==> config.mk <==
export PLATFORM = sky130hd
export DESIGN_NAME = insn_encoder
export DESIGN_NICKNAME = d
export VERILOG_FILES = /design/src/rtl/insn_encoder.sv
export SDC_FILE = /design/constraint.sdc
export NUM_CORES = 1
export LEC_CHECK = 0
export BUFFER_PORTS_ARGS = -buffer_cell sky130_fd_sc_hd__buf_4
export CORE_ASPECT_RATIO = 0.8
export CORE_UTILIZATION = 40
export DETAILED_ROUTE_END_ITERATION = 8
export SLEW_MARGIN = 25
export SYNTH_ARGS = -nofsm -noshare
export SYNTH_HDL_FRONTEND = slang
export SYNTH_SLANG_ARGS = --single-unit
==> constraint.sdc <==
create_clock -name i_clk -period 3.4 [get_ports i_clk]
set_clock_uncertainty 0.2 [all_clocks]
set_input_delay 0.85 -clock i_clk [delete_from_list [all_inputs] [get_ports i_clk]]
set_output_delay 0.85 -clock i_clk [all_outputs]
set_load 0.03 [all_outputs]
==> src/rtl/insn_encoder.sv <==
// insn_encoder: field-level instruction descriptor -> RV32I word assembler and
// sequential instruction-memory loader, used for bring-up before core release.
//
// Optional build macro: INSN_ENCODER_JAL_EN (adds the J-type / JAL encoding for
// fmt 5; without it fmt 5 takes the illegal-descriptor path).
//
// Ports:
//   i_clk, i_reset      clock, synchronous active-high reset
//   i_start, i_finish   open a load session (pointer/counters cleared) / close it
//   i_valid, o_ready    descriptor handshake; o_ready is combinational
//   i_fmt, i_funct3, i_alt, i_rd, i_rs1, i_rs2, i_imm   descriptor fields
//   o_imem_we, o_imem_addr, o_imem_wdata                registered write port
//   o_count, o_full     words written this session, count reached DEPTH
//   o_err, o_err_cnt    sticky illegal flag, saturating reject count
//   o_done              session finished
module insn_encoder #(
  parameter int ADDR_W    = 10,
  parameter int BASE_ADDR = 0,
  parameter int DEPTH     = 1024
) (
  input  logic              i_clk,
  input  logic              i_reset,
  input  logic              i_start,
  input  logic              i_finish,
  input  logic              i_valid,
  output logic              o_ready,
  input  logic [2:0]        i_fmt,
  input  logic [2:0]        i_funct3,
  input  logic              i_alt,
  input  logic [4:0]        i_rd,
  input  logic [4:0]        i_rs1,
  input  logic [4:0]        i_rs2,
  input  logic [20:0]       i_imm,
  output logic              o_imem_we,
  output logic [ADDR_W-1:0] o_imem_addr,
  output logic [31:0]       o_imem_wdata,
  output logic [ADDR_W:0]   o_count,
  output logic              o_full,
  output logic              o_err,
  output logic [7:0]        o_err_cnt,
  output logic              o_done
);

  localparam logic [ADDR_W-1:0] BASE_C  = ADDR_W'(BASE_ADDR);
  localparam logic [ADDR_W:0]   DEPTH_C = (ADDR_W+1)'(DEPTH);

  localparam logic [6:0] OP_R      = 7'b0110011;
  localparam logic [6:0] OP_IMM    = 7'b0010011;
  localparam logic [6:0] OP_LOAD   = 7'b0000011;
  localparam logic [6:0] OP_STORE  = 7'b0100011;
  localparam logic [6:0] OP_BRANCH = 7'b1100011;
`ifdef INSN_ENCODER_JAL_EN
  localparam logic [6:0] OP_JAL    = 7'b1101111;
`endif

  typedef enum logic [1:0] {IDLE, RUN, DONE} state_t;

  state_t            state, state_nxt;
  logic [ADDR_W-1:0] ptr;
  logic              accept;
  logic              legal;
  logic [31:0]       word;
  logic              fit12, fit13, is_shift;

  assign o_full  = (o_count == DEPTH_C);
  assign o_done  = (state == DONE);
  // i_start masks acceptance so a restart never races a write into the new session
  assign o_ready = (state == RUN) & ~o_full & ~i_start;
  assign accept  = i_valid & o_ready;

  // Signed-fit: every bit above the target sign bit must copy it.
  assign fit12    = (&i_imm[20:11]) | ~(|i_imm[20:11]);
  assign fit13    = (&i_imm[20:12]) | ~(|i_imm[20:12]);
  assign is_shift = (i_funct3 == 3'b001) | (i_funct3 == 3'b101);

  always_comb begin
    legal = 1'b0;
    word  = '0;
    case (i_fmt)
      3'd0: begin
        legal = ~i_alt | (i_funct3 == 3'b000) | (i_funct3 == 3'b101);
        word  = {1'b0, i_alt, 5'b0, i_rs2, i_rs1, i_funct3, i_rd, OP_R};
      end
      3'd1: begin
        if (is_shift) begin
          // shamt lives in imm[4:0]; upper immediate bits are don't-care here
          legal = ~i_alt | (i_funct3 == 3'b101);
          word  = {1'b0, i_alt, 5'b0, i_imm[4:0], i_rs1, i_funct3, i_rd, OP_IMM};
        end else begin
          legal = fit12;
          word  = {i_imm[11:0], i_rs1, i_funct3, i_rd, OP_IMM};
        end
      end
      3'd2: begin
        legal = fit12 & (i_funct3 != 3'b011) & (i_funct3 != 3'b110) & (i_funct3 != 3'b111);
        word  = {i_imm[11:0], i_rs1, i_funct3, i_rd, OP_LOAD};
      end
      3'd3: begin
        legal = fit12 & (i_funct3 <= 3'b010);
        word  = {i_imm[11:5], i_rs2, i_rs1, i_funct3, i_imm[4:0], OP_STORE};
      end
      3'd4: begin
        legal = fit13 & ~i_imm[0] & (i_funct3 != 3'b010) & (i_funct3 != 3'b011);
        word  = {i_imm[12], i_imm[10:5], i_rs2, i_rs1, i_funct3, i_imm[4:1], i_imm[11], OP_BRANCH};
      end
`ifdef INSN_ENCODER_JAL_EN
      3'd5: begin
        // 21-bit field always fits; only halfword alignment can fail
        legal = ~i_imm[0];
        word  = {i_imm[20], i_imm[10:1], i_imm[11], i_imm[19:12], i_rd, OP_JAL};
      end
`endif
      default: begin
        legal = 1'b0;
        word  = '0;
      end
    endcase
  end

  always_comb begin
    state_nxt = state;
    case (state)
      IDLE:    if (i_start) state_nxt = RUN;
      RUN:     if (i_start) state_nxt = RUN;
               else if (i_finish) state_nxt = DONE;
      DONE:    if (i_start) state_nxt = RUN;
      default: state_nxt = IDLE;
    endcase
  end

  always_ff @(posedge i_clk) begin
    if (i_reset) state <= IDLE;
    else         state <= state_nxt;
  end

  always_ff @(posedge i_clk) begin
    if (i_reset) begin
      ptr          <= BASE_C;
      o_count      <= '0;
      o_err        <= 1'b0;
      o_err_cnt    <= '0;
      o_imem_we    <= 1'b0;
      o_imem_addr  <= '0;
      o_imem_wdata <= '0;
    end else begin
      o_imem_we <= accept & legal;
      if (accept & legal) begin
        o_imem_addr  <= ptr;
        o_imem_wdata <= word;
        ptr          <= ptr + 1'b1;
        o_count      <= o_count + 1'b1;
      end
      if (accept & ~legal) begin
        o_err <= 1'b1;
        if (o_err_cnt != 8'hFF) o_err_cnt <= o_err_cnt + 1'b1;
      end
      // never coincides with an acceptance (o_ready is masked by i_start)
      if (i_start) begin
        ptr       <= BASE_C;
        o_count   <= '0;
        o_err     <= 1'b0;
        o_err_cnt <= '0;
      end
    end
  end

endmodule
==> impl_results.rst <==
.. list-table::
   :header-rows: 1

   * - Metric
     - Value
   * - Antenna violations before repair
     - 0
   * - End of the worst hold path
     - o_imem_wdata[27]
   * - Pre-CTS setup slack
     - around 130 ps
   * - Largest net degree at the start of global routing
     - between 50 and 60
   * - Register-to-Register Path Depth
     - 8
   * - End of the worst register-to-register path
     - o_count[10]
   * - Via count of the first global-routing pass
     - 3403
   * - Wirelength, routed
     - between 10000 and 15000 µm
   * - Critical path type
     - primary input to flip-flop
   * - Area share of the largest cell type after synthesis
     - 39.3%
   * - Number of search-and-repair iterations in the first detailed-routing pass
     - 4
   * - Root buf cell
     - sky130_fd_sc_hd__clkbuf_16
   * - Final Hold Fails
     - 0
   * - Die Y
     - 87.6 µm
   * - Number of distinct library cells after synthesis
     - between 40 and 50
   * - Synthesis Warnings
     - 0
   * - Maximum level of the CTS H-tree
     - 3
   * - Sequential fraction of the synthesis area
     - 39.3%
   * - Cell area power density
     - approximately 390 nW/µm²
   * - Min setup slack post-route
     - 408 ps
   * - GRT overflow
     - 0
   * - Number of slew-limit violations in the final report
     - 0
   * - Final Wtd Congestion
     - ~0.81
   * - Transition time at the pin with the least slew margin
     - roughly 600 ps
   * - Max Fclk
     - between 0.3 and 0.4 GHz
   * - Startpoint of the most critical hold path
     - o_imem_wdata[27]
   * - Setup tns final
     - 0 ps
   * - Iter 0 DRT Violations
     - approximately 240
   * - Via Count
     - slightly below 4000
   * - CP max FO
     - 45
   * - TritonCTS Buffers
     - 9
   * - CP Capture Type
     - flip-flop
   * - Synthesis-stage register bit count
     - 72
   * - Leading register cell type out of synthesis
     - sky130_fd_sc_hd__dfxtp_1
   * - Outcome
     - completed
   * - Synthesized instance count
     - about 460
   * - Nature of the critical path startpoint
     - primary input
   * - Post-DP HPWL
     - approximately 7400 µm
   * - Wire length of the first global-routing pass
     - 17100 µm
   * - Hold-fix buffer count after cts
     - 0
   * - Clock-pin transition on the worst setup and hold timing paths
     - 50 ps
   * - Mapped cell area
     - 3670 µm²
   * - Worst slew slack as a fraction of its limit
     - between 60% and 70%
   * - Max-cap violations
     - 0
   * - Worst Path Arrival
     - between 3000 and 4000 ps
   * - Cell depth of the worst hold path
     - 2
   * - Worst hold-check slack
     - about 270 ps
   * - Time the final worst path needs with I/O delays and setup
     - about 3000 ps
   * - Most numerous cell in the Yosys netlist
     - sky130_fd_sc_hd__dfxtp_1
   * - Setup repair after global routing missed its margin
     - false
   * - TritonCTS clock tree
     - yes
   * - Vias/cell
     - 5.81
   * - Average cell area after synthesis
     - between 8 and 9 µm²
   * - Library cell occupying the most area in the post-synthesis netlist
     - sky130_fd_sc_hd__dfxtp_1
   * - Data required time at the worst endpoint
     - between 3000 and 4000 ps
   * - Area contributors post-synth
     - sky130_fd_sc_hd__dfxtp_1 (39%), sky130_fd_sc_hd__a21oi_1 (9.3%), sky130_fd_sc_hd__o21ai_0 (4.8%)
   * - Fraction of layout instances using a drive strength above 1
     - a little over a quarter
   * - Period utilisation layout
     - around nine tenths
   * - Launch point of the worst reg-to-reg path
     - o_count[0]
   * - Post-CTS Setup Bufs
     - 0
   * - Core Area
     - between 8000 and 9000 µm²
   * - Number of synthesized flops with an enable pin
     - 0
   * - Classification of the worst-slack hold path
     - flip-flop to flip-flop
   * - R2R setup slack
     - about 840 ps
   * - Total Nets Final
     - 605
   * - Overall fraction of global-route tracks in use
     - 23.0%
   * - Most frequent cells after synthesis
     - sky130_fd_sc_hd__dfxtp_1 (72), sky130_fd_sc_hd__a21oi_1 (68), sky130_fd_sc_hd__o21ai_0 (35)
   * - DR WL/cell
     - ~16 µm
   * - Residual DRC count
     - 0
   * - Area delta synth->final
     - 32.0%
   * - Setup Viol. Count Final
     - 0
   * - Number of I/O pins
     - ~110
   * - Buffers added on ports
     - 111
   * - Total of cells resized after clock tree synthesis
     - 0
   * - Row cnt
     - 30
   * - Cell leakage power
     - 1.85 nW
   * - Horizontal die dimension
     - between 100 and 150 µm
   * - Remaining antenna violation count after routing
     - 0
   * - Worst skew pair latency
     - about 320 ps
   * - CTS sink count
     - a little over 70
   * - FFs w/ async S/R, synth
     - 0%
   * - Initial Utilization
     - between 40% and 50%
   * - Max clock buf depth
     - 2
   * - Diode count
     - 0
   * - Area of the die
     - between 9000 and 10000 µm²
   * - Maximum ir drop on the vdd rail
     - between 200 and 250 µV
==> cell families after synthesis <==
logic type               count (synthesis)  synth area share [%]
other                                    1                 0.102
buffers and inverters                   48                  5.73
multiplexers                             7                  2.12
AO/OA/AOI/OAI                          169                  27.9
AND/OR/NAND/NOR                        156                  23.5
adder cells (fa/ha/maj)                  4                  1.36
flip-flops                              72                  39.3
==> flip-flops by register name (all words and copies together) (netlist names) <==
name,cells
o_imem_wdata,29
o_count,11
o_imem_addr,10
ptr,10
o_err_cnt,8
state,2
o_err,1
o_imem_we,1
==> how the worst max path moves through the flow <==
stage                     from  endpoint  slack (ps)  depth (start not counted)
floorplan           o_count[0]   o_ready         330                          5
global placement      i_fmt[1]    ptr[5]         250                          8
detailed placement    i_fmt[0]    ptr[5]         130                          9
CTS                   i_fmt[0]    ptr[6]         470                          9
global route          i_fmt[0]    ptr[7]         330                          9
finish                i_fmt[0]    ptr[6]         410                          9
==> metal layers <==
| layer | vias up | part of all wire (%) | GRT usage (%) |
|---|---|---|---|
| li1 | 1906 | - | - |
| met1 | 1842 | 48 | 31.6 |
| met2 | 110 | 44 | 34.0 |
| met3 | 9 | 7.0 | 7.96 |
| met4 | 0 | 1.0 | 6.51 |
| met5 | - | 0 | 0 |
==> layout by cell type, fill, tap and decap left out, types with 2 or more instances in the layout <==
cell                        netlist  final
sky130_fd_sc_hd__buf_4            3    122
sky130_fd_sc_hd__dfxtp_1         72     72
sky130_fd_sc_hd__a21oi_1         68     68
sky130_fd_sc_hd__o21ai_0         35     35
sky130_fd_sc_hd__nand3_1         33     33
sky130_fd_sc_hd__nand2_1         20     20
sky130_fd_sc_hd__nor2_1          20     19
sky130_fd_sc_hd__nor2b_1         16     16
sky130_fd_sc_hd__or4_1           13     13
sky130_fd_sc_hd__a211oi_1        13     13
sky130_fd_sc_hd__o31ai_1         12     12
sky130_fd_sc_hd__nand4_1         12     12
sky130_fd_sc_hd__a31oi_1         10     10
sky130_fd_sc_hd__inv_1            9      9
sky130_fd_sc_hd__or3_1            9      9
sky130_fd_sc_hd__clkbuf_16        0      9
sky130_fd_sc_hd__and3_1           7      7
sky130_fd_sc_hd__a22oi_1          7      7
sky130_fd_sc_hd__nor4_1           6      6
sky130_fd_sc_hd__nor3_1           6      6
sky130_fd_sc_hd__mux2_2           6      6
sky130_fd_sc_hd__o22a_1           5      5
sky130_fd_sc_hd__nand2b_1         4      4
sky130_fd_sc_hd__ha_1             4      4
sky130_fd_sc_hd__o41ai_1          3      3
sky130_fd_sc_hd__a31o_2           3      3
sky130_fd_sc_hd__o211ai_1         3      3
sky130_fd_sc_hd__o21a_1           3      2
sky130_fd_sc_hd__and2_1           2      2
sky130_fd_sc_hd__conb_1           1      2
sky130_fd_sc_hd__clkinv_2         0      2
==> worst max-delay path: stages <==
cell                       delay (ps)
sky130_fd_sc_hd__buf_4             80
sky130_fd_sc_hd__buf_4            250
sky130_fd_sc_hd__nand2b_1         100
sky130_fd_sc_hd__o21ai_0          370
sky130_fd_sc_hd__a31oi_1          250
sky130_fd_sc_hd__o21a_2           290
sky130_fd_sc_hd__buf_12           170
sky130_fd_sc_hd__or4_1            520
sky130_fd_sc_hd__a21oi_1          150
==> layout make-up <==
type / instances / area [µm²]
Inverter: 9 / 33.8
Fill cell: 848 / 3830
Clock buffer: 10 / 239
Sequential cell: 72 / 1440
Clock inverter: 2 / 10.0
Multi-Input combinational cell: 338 / 2040
Timing Repair Buffer: 123 / 936
Tap cell: 112 / 140
==> through the flow <==
step | instance area, µm² | power [mW] | util (%) | instances
2_1_floorplan | 3670 | 0.981 | - | 458
3_3_place_gp | 4590 | 1.06 | 52.9 | 654
3_5_place_dp | 4590 | 1.07 | 52.9 | 654
4_1_cts | 4840 | 1.89 | 55.8 | 666
5_1_grt | 4840 | 1.94 | 55.8 | 666
6_report | 4840 | 1.87 | 55.8 | 666
==> power by group <==
| group | switching [mW] | leakage [nW] | internal, mW |
|---|---|---|---|
| clock network | 0.328 | 0.126 | 0.494 |
| logic | 0.117 | 1.14 | 0.0834 |
| registers | 0.00280 | 0.580 | 0.848 |
Note: power is estimated with default switching activity, not from simulation.
